===== src/rtl/psm_pulse_gen.sv =====
// PSM carrier generator: 50 % square wave with sigma-delta period skipping.
// Optional SOFT_START_EN ramps the effective density up from 0 after each start.
module psm_pulse_gen #(
    parameter int PERIOD_W   = 16,
    parameter int DENS_W     = 8,
    parameter int MIN_PERIOD = 4,
    parameter int RAMP_DIV   = 16
) (
    input  logic                clk,
    input  logic                n_rst,
    input  logic                iEN,
    input  logic [PERIOD_W-1:0] iPERIOD,
    input  logic [DENS_W-1:0]   iDENSITY,
    output logic                oPSM,
    output logic                oSYNC,
    output logic                oFIRE,
    output logic                oBUSY
);

    if (MIN_PERIOD < 4 || (MIN_PERIOD % 2) != 0 || RAMP_DIV < 1) begin : g_bad_param
        $error("psm_pulse_gen: MIN_PERIOD must be even and >= 4, RAMP_DIV >= 1");
    end

    typedef enum logic {IDLE, RUN} state_t;

    localparam logic [PERIOD_W-1:0] MIN_P = PERIOD_W'(MIN_PERIOD);
    localparam logic [DENS_W-1:0]   FULL  = '1;

    state_t              state;
    logic [PERIOD_W-1:0] cnt, per;
    logic [DENS_W-1:0]   acc;
    logic                fire;

    logic [PERIOD_W-1:0] per_even, per_nxt;
    logic [DENS_W-1:0]   dens, acc_base, acc_nxt;
    logic [DENS_W:0]     sum;
    logic                fire_nxt, at_end, start;

    assign at_end = (state == RUN) && (cnt == per - 1'b1);
    assign start  = iEN && ((state == IDLE) || at_end);

    always_comb begin
        per_even = iPERIOD & ~PERIOD_W'(1);
        per_nxt  = (per_even < MIN_P) ? MIN_P : per_even;
        // Accumulator restarts from zero on entry so the skip pattern is repeatable.
        acc_base = (state == IDLE) ? '0 : acc;
        sum      = {1'b0, acc_base} + {1'b0, dens};
        fire_nxt = sum[DENS_W];
        acc_nxt  = sum[DENS_W-1:0];
        if (dens == FULL) begin
            fire_nxt = 1'b1;
            acc_nxt  = acc_base;
        end
    end

`ifdef SOFT_START_EN
    localparam int RC_W = (RAMP_DIV > 1) ? $clog2(RAMP_DIV) : 1;

    logic [RC_W-1:0]   rc, rc_nxt;
    logic [DENS_W-1:0] dq, d_step;

    // rc tracks the period index modulo RAMP_DIV; index 0 is the entry period.
    always_comb begin
        rc_nxt = ((state == IDLE) || (rc == RC_W'(RAMP_DIV - 1))) ? '0 : rc + 1'b1;
        if (state == IDLE)
            d_step = '0;
        else if ((rc_nxt == '0) && (dq < iDENSITY))
            d_step = dq + 1'b1;
        else
            d_step = dq;
        dens = (iDENSITY < d_step) ? iDENSITY : d_step;
    end

    always_ff @(posedge clk) begin
        if (!n_rst) begin
            rc <= '0;
            dq <= '0;
        end else if (start) begin
            rc <= rc_nxt;
            dq <= dens;
        end
    end
`else
    assign dens = iDENSITY;
`endif

    always_ff @(posedge clk) begin
        if (!n_rst) begin
            state <= IDLE;
            cnt   <= '0;
            per   <= MIN_P;
            acc   <= '0;
            fire  <= 1'b0;
            oPSM  <= 1'b0;
            oSYNC <= 1'b0;
            oFIRE <= 1'b0;
            oBUSY <= 1'b0;
        end else if (start) begin
            state <= RUN;
            cnt   <= '0;
            per   <= per_nxt;
            acc   <= acc_nxt;
            fire  <= fire_nxt;
            oPSM  <= fire_nxt;  // k=0 is always in the high half
            oSYNC <= 1'b1;
            oFIRE <= fire_nxt;
            oBUSY <= 1'b1;
        end else if ((state == IDLE) || at_end) begin
            state <= IDLE;
            cnt   <= '0;
            fire  <= 1'b0;
            oPSM  <= 1'b0;
            oSYNC <= 1'b0;
            oFIRE <= 1'b0;
            oBUSY <= 1'b0;
        end else begin
            cnt   <= cnt + 1'b1;
            oPSM  <= fire && ((cnt + 1'b1) < (per >> 1));
            oSYNC <= 1'b0;
            oFIRE <= fire;
            oBUSY <= 1'b1;
        end
    end

endmodule


===== config.mk =====
export PLATFORM = sky130hd
export DESIGN_NAME = psm_pulse_gen
export DESIGN_NICKNAME = d
export VERILOG_FILES = /design/src/rtl/psm_pulse_gen.sv
export SDC_FILE = /design/constraint.sdc
export NUM_CORES = 1
export LEC_CHECK = 0
export CELL_PAD_IN_SITES_DETAIL_PLACEMENT = 0
export CELL_PAD_IN_SITES_GLOBAL_PLACEMENT = 1
export CORE_MARGIN = 4
export CORE_UTILIZATION = 46
export DETAILED_ROUTE_END_ITERATION = 6
export PLACE_DENSITY = 0.87
export SYNTH_ARGS = -nofsm -noshare
export SYNTH_HDL_FRONTEND = slang
export SYNTH_SLANG_ARGS = --single-unit

===== constraint.sdc =====
create_clock -name clk -period 5.4 [get_ports clk]
set_input_delay 0.81 -clock clk [delete_from_list [all_inputs] [get_ports clk]]
set_output_delay 0.81 -clock clk [all_outputs]
set_load 0.02 [all_outputs]

[After elaboration in Yosys (flattened, before gate mapping)]
Cells that the tools add are included.
Storage, ports and cells
  output and inout port bits: 4
  input bits: 27
  logic and storage cells: 35
  bits in registers: 45
Cells by class
  reduce and logical (&&, ||, !) cells: 6
  order comparisons: 2
  add/sub/neg operators: 3
  bitwise operators: 2
  eq/ne operators: 2
  muxes and demuxes: 12
Operators by type and width (number)
  adder 16 x 1 -> 16 bit, second input constant: 1
  equality test 16 bit: 1
  < comparator 16 x 15 -> 1 bit: 1
  < comparator 16 x 3 -> 1 bit, second input constant: 1
  2-to-1 mux 16 bit: 1
  2-to-1 mux 8 bit: 2
  subtractor 16 x 1 -> 16 bit, second input constant: 1
  adder 8 x 8 -> 9 bit: 1
  2-to-1 mux 1 bit: 9
  equality test 8 bit, second input constant: 1
  logical AND 1 bit: 3
  OR reduction 3 bit: 1
  NOT 1 bit: 2
  nonzero test 2 bit: 1
  logical OR 1 bit: 1

[Logic depth before layout (Yosys ltp)]
Gate-level depths: netlist of run 1.
  depth in word-level cells: 6
  depth in mapped cells: 13
  gate-level depth less buffers: 13

[Worst setup path after synthesis of run 1]
OpenSTA, ideal clock, no wires.
  path type: reg-to-reg
  from: register per[1]
  to: register per[13]
  period minus slack after synthesis: 2.444 ns
  stages on the path, launching flop included: 12
  slack: 2.956 ns
  library setup time: 0.134 ns
  required time: 5.266 ns
  arrival: 2.311 ns
  path buffers: 2
  path through: dfxtp_1 inv_1 ha_1 or4b_4 or3_1 o2111ai_1 o211ai_2 a41o_2 buf_6 buf_6 nand3_1 o31ai_1
Between the ends
  word-level cells in the longest chain between the ends: 5
RTL lines
  start: declaration: RTL line 30  | logic [PERIOD_W-1:0] cnt, per;
  start signal: assignment: RTL line 101  | per <= per_nxt;
  subtractor 16 x 1 -> 16 bit: RTL line 39  | assign at_end = (state == RUN) && (cnt == per - 1'b1);
  equality test 16 bit: RTL line 39
  logical AND 1 bit: RTL line 39
  logical OR 1 bit: RTL line 40  | assign start = iEN && ((state == IDLE) || at_end);
  logical AND 1 bit: RTL line 40
Every way passes these cells.
A chain may end at the register's enable or synchronous reset.

[Final worst setup path of run 1]
  from: register cnt[0]
  to: register oPSM
Between the ends
  word-level cells in the longest chain between the ends: 5
  elaborated cells on any way between the ends: 9
  classes of those cells: add/sub: 1; order compare: 1; eq/ne: 1; mux: 2; reduce/logical: 4
RTL lines
  start: declaration: RTL line 30
  start signal: assignment: RTL line 117  | cnt <= cnt + 1'b1;
  adder 16 x 1 -> 16 bit / equality test 16 bit (equally long branches): RTL line 118, 39
  < comparator 16 x 15 -> 1 bit / logical AND 1 bit (equally long branches): RTL line 118, 39
  logical AND 1 bit / logical OR 1 bit (equally long branches): RTL line 118, 40, 108
  2-to-1 mux 1 bit / logical AND 1 bit (equally long branches): RTL line 108, 40
  2-to-1 mux 1 bit (*): RTL line 98  | end else if (start) begin
  end signal: assignment: RTL line 104  | oPSM <= fire_nxt;
  end signal: assignment: RTL line 118  | oPSM <= fire && ((cnt + 1'b1) < (per >> 1));
  end: declaration: RTL line 14  | output logic oPSM,
Mark *: on every way between the ends. The rest lies on a longest branch, timed or not.

==> impl_results.md, run 1 <==
* Antenna Violating Nets Remaining at 0
* H-tree level count at 2
* Initial antenna violation count at 0
* Vias at 2652
* PortBufs at 29
* Synthesized flop and latch total at 44
* # Post-CTS Setup Buffers at 0
* Hold EP: acc[5]
* Final setup fails at 0
* Drt via density at 5.73
* CTS Hold Buffers Added at 0
* Initial DRC Count at 150
* Async SR Flop Fraction at 0%
* # DRC at 0
* Vias in the first global route at 2511
* Number of antenna diodes at 0
* Final Cycle Share at 58.5%
* Sequential cell area at 881 µm²
* Worst hold path cell count at 2
* Max-slew violations at 0
* Distinct cells, synth at 55
* Root Driver: clkbuf_8
* RSZ-0062 raised after global routing: no
* Crit Reg-Reg Startpoint: cnt[0]
* Final core occ at 53.9%
* Setup Skew at 0.00921 ns
* Global-route usage over all layers at 19.1%
* Clk Latency, worst-skew pair at 0.31 ns
* Synthesized instance count at 365
* Post-synth top area share at 29.0%
* R2R setup slack at 2.24 ns
* Post-CTS sizing at 0
* Number of synthesized flops with an enable pin at 0
* CP Class: reg -> reg
* Sinks on Clock Net at 44
* Core Rows at 29
* Net Count, Synth at 417
* Worst EP required at 5.62 ns
* Global route overflow at 0
* Cell taking the most area after synthesis: dfxtp_1
* Die width at 89.3 µm
* Drt first pass iters at 4
* Max_slew headroom at 40.6%
* CTS tree: built
* Critical path endpoint category: flop
* Sequential fraction of the synthesis area at 29.0%
* Area contributors post-synth: dfxtp_1 29%, ha_1 9.9%, nand3_1 5.3%
* Post-Syn Area per Cell at 8.33 µm²
* Final #Nets at 437
* Met3 usage at 3.50%
* Pwr per Cell Area at 220 nW/µm²
* Reg clk slew, reported paths at 0.09 ns
* I/O pins at 31
* CP Max Fanout at 6
* Clock buffer count from CTS at 5
* PnR worst setup slack at 2.24 ns
* Setup TNS at 0 ns
* Gr busiest metal: met2
* Mapped Area at 3040 µm²
* Worst Hold Launch: acc[5]
* Measured slew at the worst slew-check pin at 0.890 ns
* Multi-input gate area at 1960 µm²
* Post-DP HPWL at 5440 µm
* Synth warnings at 0
* Min-delay worst type: reg -> reg
* Die Y at 89.3 µm
* Deepest clock path buffer count at 2
* Layout cells sized above 1 at 4.92%
* Top_reg_cell synth: dfxtp_1
* Met2 usage at 30.4%
* Drt wl/cell at 15.4 µm
* Final Hold Viols at 0
* Area Overhead vs Synth at 13.3%
* Tmin final at 3.16 ns
* Die area at 7970 µm²
* F_max at 317 MHz
* Fillers at 627
* Most common cell after layout, fill and taps aside: dfxtp_1
* Reg-to-Reg End: oPSM
* Arrival time at the worst endpoint at 3.38 ns
* Maximum number of pins on one net before global-route repair at 42
* Leak at 1.36 nW
* Number of max-cap violations at 0
* Pre-CTS setup slack at 2.23 ns
* First-pass GRT wire length at 11800 µm
* Worst r2r path cells at 11
* Final WL at 7130 µm
* Status: completed
* Most frequent cells in the layout: 44 x dfxtp_1, 32 x nand3_1, 29 x clkdlybuf4s50_1
* Core Region at 6390 µm²
* GPL Wtd Cong at 0.822
* Maximum VDD drop at 150 µV
* Met1 Usage GRT at 25.6%
* Starting density of the core at 47.6%
* Type of origin of the critical path: flop
-- stage by stage --
step	power (mW)	cells	hold slack (ns)	cell area [µm²]
after floorplan	0.462	365	0.431	3040
after global placement	0.504	455	0.441	3340
after detailed placement	0.507	455	0.449	3340
after CTS	0.764	463	0.463	3440
after global routing	0.795	463	0.481	3440
final	0.757	463	0.463	3440
-- state kept, by name (all words and copies together) (netlist names) --
name and count:
cnt 16, per 15, acc 8, fire 1, oBUSY 1, oPSM 1, oSYNC 1, state 1
-- worst max path at each step --
stage	from	endpoint	slack [ns]	depth (start not counted)
6_report	cnt[0]	oPSM	2.24	11
5_1_grt	cnt[0]	oPSM	2.00	11
4_1_cts	cnt[0]	oPSM	2.20	11
3_5_place_dp	cnt[0]	oPSM	2.23	11
3_3_place_gp	n_rst	acc[1]	2.26	5
2_1_floorplan	per[1]	per[13]	2.96	11
-- final cells by class --
type / count / area share (%)
clock buffers: 6 / 2.11
clock inverters: 2 / 1.02
inverters: 28 / 3.05
multi-input cells: 277 / 57.0
flip-flops and latches: 44 / 25.6
well taps: 77 / 2.80
repair buffers: 29 / 8.43
-- power by group --
group / total [mW] / leakage [nW] / internal [mW] / switching [mW]
logic: 0.146 / 0.949 / 0.0678 / 0.0787
clock network: 0.257 / 0.0552 / 0.138 / 0.120
registers: 0.353 / 0.359 / 0.338 / 0.0147
total: 0.757 / 1.36 / 0.544 / 0.213
-- critical path: stages, from the launching register on --
cell,delay [ns]
dfxtp_1,0.42
ha_1,0.21
nand3_1,0.16
nor4_1,0.76
xnor2_1,0.21
ha_1,0.34
a21o_1,0.17
a21oi_1,0.18
nand2b_1,0.07
o21ai_0,0.28
nand3_1,0.15
o22ai_1,0.14
-- layer usage --
metal | share of wire, % | vias to the layer above
li1 | - | 1366
met4 | 2.2 | 0
met1 | 47 | 1208
met5 | 0 | -
met3 | 5.8 | 13
met2 | 45 | 65
-- synthesized netlist by cell type (5+ instances only) --
library cell and count:
dfxtp_1 44, xor2_1 16, o31ai_1 15, xnor2_1 18, nor4_1 8, clkbuf_1 9
nand3_1 32, o21ai_0 9, ha_1 24, o21a_1 8, nor2b_1 15, a21oi_1 17
inv_1 27, a21o_1 5, and2_1 7, nand2b_1 6, nor3_1 8, nand2_1 10
nand4_1 7, nor2_1 24
-- logic make-up (layout without fill, tap and decap cells) --
logic type,Yosys count,count (layout),synth area share (%)
mux,1,1,0.370
simple gates,132,132,23.4
xor+xnor,34,34,9.80
buf+inv,44,65,6.42
compound gates,85,85,20.5
flops,44,44,29.0
fa+ha+maj,25,25,10.5
Power figures use the tool's default switching activity.
==> run 2: changes to the inputs <==
- CORE_UTILIZATION: 46 -> 43
- PLACE_DENSITY: 0.87 -> 0.82
- clock period: 5.4 -> 3 ns (I/O delays scaled with it)
==> impl_results.md, run 2 (synthesis results as in run 1) <==
* PortBufs at 29
* Final Cycle Share at 92.7%
* Max_slew headroom at 59.6%
* Vias in the first global route at 2635
* Most frequent cells in the layout: 44 x dfxtp_1, 32 x nand3_1, 29 x clkdlybuf4s50_1
* Arrival time at the worst endpoint at 3.00 ns
* Antenna Violating Nets Remaining at 0
* Maximum VDD drop at 166 µV
* Status: completed
* Global route overflow at 0
* Worst EP required at 3.22 ns
* F_max at 360 MHz
* Setup TNS at 0 ns
* Initial DRC Count at 184
* # DRC at 0
* Type of origin of the critical path: flop
* Final #Nets at 449
* Final Hold Viols at 0
* Critical path endpoint category: flop
* Min-delay worst type: reg -> reg
* Sinks on Clock Net at 44
* Tmin final at 2.78 ns
* Die Y at 92.1 µm
* CP Class: reg -> reg
* Most common cell after layout, fill and taps aside: dfxtp_1
* Max-slew violations at 0
* Final setup fails at 0
* Starting density of the core at 44.5%
* Largest register by flop count: cnt
* R2R setup slack at 0.22 ns
* First-pass GRT wire length at 12700 µm
* Measured slew at the worst slew-check pin at 0.600 ns
* Number of max-cap violations at 0
* PnR worst setup slack at 0.220 ns
* Die area at 8480 µm²
* Post-DP HPWL at 5830 µm
* Pwr per Cell Area at 361 nW/µm²
* Core Region at 6830 µm²
* Core Rows at 30
* Drt via density at 5.46
* Clock buffer count from CTS at 5
* Number of flip-flops under the largest register name at 16
* Drt first pass iters at 5
* Biggest regs: cnt x16, per x15, acc x8
* Deepest clock path buffer count at 2
* # Post-CTS Setup Buffers at 0
* Number of antenna diodes at 0
* Root Driver: clkbuf_8
* Vias at 2691
* H-tree level count at 2
* Maximum number of pins on one net before global-route repair at 23
* Area Overhead vs Synth at 16.7%
* CTS tree: built
* I/O pins at 31
* Drt wl/cell at 14.8 µm
* RSZ-0062 raised after global routing: no
* Global-route usage over all layers at 18.4%
* Reg clk slew, reported paths at 0.08 ns
* Die width at 92.1 µm
* CP Max Fanout at 13
* Final WL at 7310 µm
* Layout cells sized above 1 at 7.81%
* Initial antenna violation count at 0
* Leak at 1.41 nW
* Pre-CTS setup slack at 0.215 ns
* Clk Latency, worst-skew pair at 0.30 ns
* Setup Skew at 0.00503 ns
* GPL Wtd Cong at 0.854
run 2: cell types whose count changed in the layout (fill, tap and decap cells not counted):
cell | previous run | this run
o21ai_1 | 0 | 1
bufinv_16 | 1 | 0
buf_4 | 0 | 11
nor4_1 | 8 | 7
o21ai_0 | 9 | 8
buf_12 | 0 | 1
nor4_2 | 0 | 1
run 2: layout make-up:
type / instances / area, µm²
inverters: 28 / 105
flip-flops and latches: 44 / 881
clock buffers: 6 / 72.6
multi-input cells: 277 / 1970
well taps: 96 / 120
fillers: 656 / 3290
clock inverters: 1 / 5.00
repair buffers: 41 / 393
run 2: final timing paths:
| path | to | startpoint | cells after the start |
|---|---|---|---|
| worst min-delay path | acc[5] | acc[5] | 2 |
| worst max-delay path | acc[6] | per[2] | 10 |
| worst min register to register | acc[5] | acc[5] | 2 |
| worst max register to register | acc[6] | per[2] | 10 |
run 2: timing repair:
action                                  4_1_cts  5_1_grt
endpoints found under the hold margin         0        0
endpoints found under the setup margin        0        1
gates resized for setup                       0        2
hold buffers                                  0        0
run 2: worst max-delay path: stages, from the launching register on:
cell and delay [ns]:
dfxtp_1 0.34, inv_1 0.09, ha_1 0.25, or4b_4 0.53, nor2_1 0.27, xor2_1 0.13
o211ai_2 0.22, a41o_2 0.39, buf_4 0.24, nor2_1 0.07, a211oi_2 0.18
run 2: per-stage QoR:
step	hold slack, ns	power (mW)	instance area [µm²]	utilization, %	instances
after floorplan	0.431	0.831	3040	-	365
after global placement	0.443	0.920	3460	50.7	486
after detailed placement	0.450	0.925	3460	50.7	486
after CTS	0.462	1.29	3540	51.8	493
after global routing	0.486	1.35	3550	51.9	493
final	0.456	1.28	3550	51.9	493
run 2: power breakdown:
group | internal [mW] | leakage, nW | switching (mW)
clock network | 0.159 | 0.0410 | 0.208
registers | 0.609 | 0.359 | 0.0257
logic | 0.131 | 1.01 | 0.146
total | 0.900 | 1.41 | 0.379
run 2: layer usage:
layer	vias to the layer above	GRT usage, %	wire length [µm]
met5	-	0	0
met4	0	4.21	70
met3	7	2.71	243
met2	49	29.1	3380
met1	1252	26.5	3620
li1	1383	-	-
==> run 3: changes to the inputs <==
- PLACE_DENSITY: 0.82 -> default
- PLACE_DENSITY_LB_ADDON: default -> 0.12
==> impl_results.md, run 3 (synthesis results as in run 1) <==
* Status: completed
* Global-route usage over all layers at 18.8%
* Most frequent cells in the layout: 43 x dfxtp_1, 32 x nand3_1, 29 x clkdlybuf4s50_1
* CP Class: reg -> reg
* Die width at 92.1 µm
* Number of antenna diodes at 0
* PortBufs at 29
* Max-slew violations at 0
* Final core occ at 52.6%
* GPL Wtd Cong at 0.889
* Vias in the first global route at 2599
* Pwr per Cell Area at 385 nW/µm²
* RSZ-0062 raised after global routing: no
* Drt first pass iters at 4
* F_max at 366 MHz
* Maximum number of pins on one net before global-route repair at 23
* Fin cells at 497
* Arrival time at the worst endpoint at 2.93 ns
* Worst r2r path cells at 10
* Root Driver: clkbuf_8
* Core Region at 6830 µm²
* Antenna Violating Nets Remaining at 0
* Initial DRC Count at 156
* Stages on worst setup path at 10
* WP buf/inv at 3
* Critical path endpoint category: flop
* Clock buffer count from CTS at 5
* Tmin final at 2.74 ns
* Final WL at 7620 µm
* Drt via density at 5.47
* # Post-CTS Setup Buffers at 0
* Die area at 8480 µm²
* Post-placement cell count at 489
* Sinks on Clock Net at 44
* Number of flip-flops under the largest register name at 16
* Worst-path cell with the longest stage delay: or4b_4
* # DRC at 0
* CP Max Fanout at 19
* Reg clk slew, reported paths at 0.09 ns
* H-tree level count at 2
* Final #Nets at 452
* Final Hold Viols at 0
* Min-delay worst type: reg -> reg
* Setup TNS at 0 ns
* Top cell by count, worst path: inv_1
* Measured slew at the worst slew-check pin at 0.563 ns
* Type of origin of the critical path: flop
* CP peak stage delay at 0.53 ns
* Worst hold path cell count at 2
* Worst EP required at 3.19 ns
* Layout cells sized above 1 at 8.98%
* Vias at 2719
* Final setup fails at 0
* Top delay family on crit path: simple AND/OR/NAND/NOR gates
* Drt wl/cell at 15.3 µm
* Core Rows at 30
* Hold WS at 0.463 ns
* CTS tree: built
* Leak at 1.44 nW
* CTS Hold Buffers Added at 0
* I/O pins at 31
* Global route overflow at 0
* Final Cycle Share at 91.2%
* First-pass GRT wire length at 12700 µm
* Biggest regs: cnt x16, per x15, acc x8
* Post-DP HPWL at 5940 µm
* Maximum VDD drop at 176 µV
* Most common cell after layout, fill and taps aside: dfxtp_1
* Deepest clock path buffer count at 2
* Number of max-cap violations at 0
* Largest register by flop count: cnt
* Max_slew headroom at 62.4%
* Crit path cell chain: inv_1, ha_1, or4b_4, nor2_1, inv_1, o211a_1, a41o_4, nand2_2, inv_2, a32o_1
* Starting density of the core at 44.5%
* Area Overhead vs Synth at 18.2%
* Die Y at 92.1 µm
* Clk Latency, worst-skew pair at 0.30 ns
* Initial antenna violation count at 0
* Post-CTS sizing at 0
* Setup Skew at 0.0103 ns
==> run 3: changes by cell type in the layout (fill, tap and decap cells not counted), sizes merged <==
cell | before | now
buf | 12 | 15
bufinv | 0 | 1
==> run 3: layout make-up <==
cell class	count	area, µm²
fillers	679	3240
multi-input cells	277	1980
flip-flops and latches	44	882
repair buffers	44	403
well taps	96	120
inverters	28	105
clock buffers	6	72.6
clock inverters	2	35.0
==> run 3: tightest hold or removal path: cells and delay by family (launching register included) <==
kind	cells	cell delay, ns
DFF	1	0.32
AOI/OAI and AO/OA	1	0.06
and+or+nand+nor	1	0.05
==> run 3: power breakdown <==
part           switching (mW)  internal, mW
Sequential             0.0229         0.609
Combinational           0.152         0.134
Clock                   0.217         0.248
Total                   0.392         0.991
==> run 3: layer usage <==
layer / routed length [µm] / vias to the layer above / GRT usage, %
met5: 0 / - / 0
met4: 169 / 0 / 6.56
met3: 354 / 11 / 3.53
met2: 3410 / 57 / 29.2
met1: 3690 / 1264 / 25.9
li1: - / 1387 / -
==> run 3: worst paths after layout <==
path          start     end  slack, ns
min reg2reg  acc[5]  acc[5]       0.46
max reg2reg  per[2]  acc[0]       0.26
min          acc[5]  acc[5]       0.46
max          per[2]  acc[0]       0.26
==> run 3: through the flow <==
step                      power [mW]  area, µm²  setup WS (ns)
after detailed placement       0.929       3470          0.186
final                           1.38       3590          0.265
after CTS                       1.39       3580          0.163
after global placement         0.925       3470          0.232
after global routing            1.46       3590         0.0148
after floorplan                0.831       3040          0.556
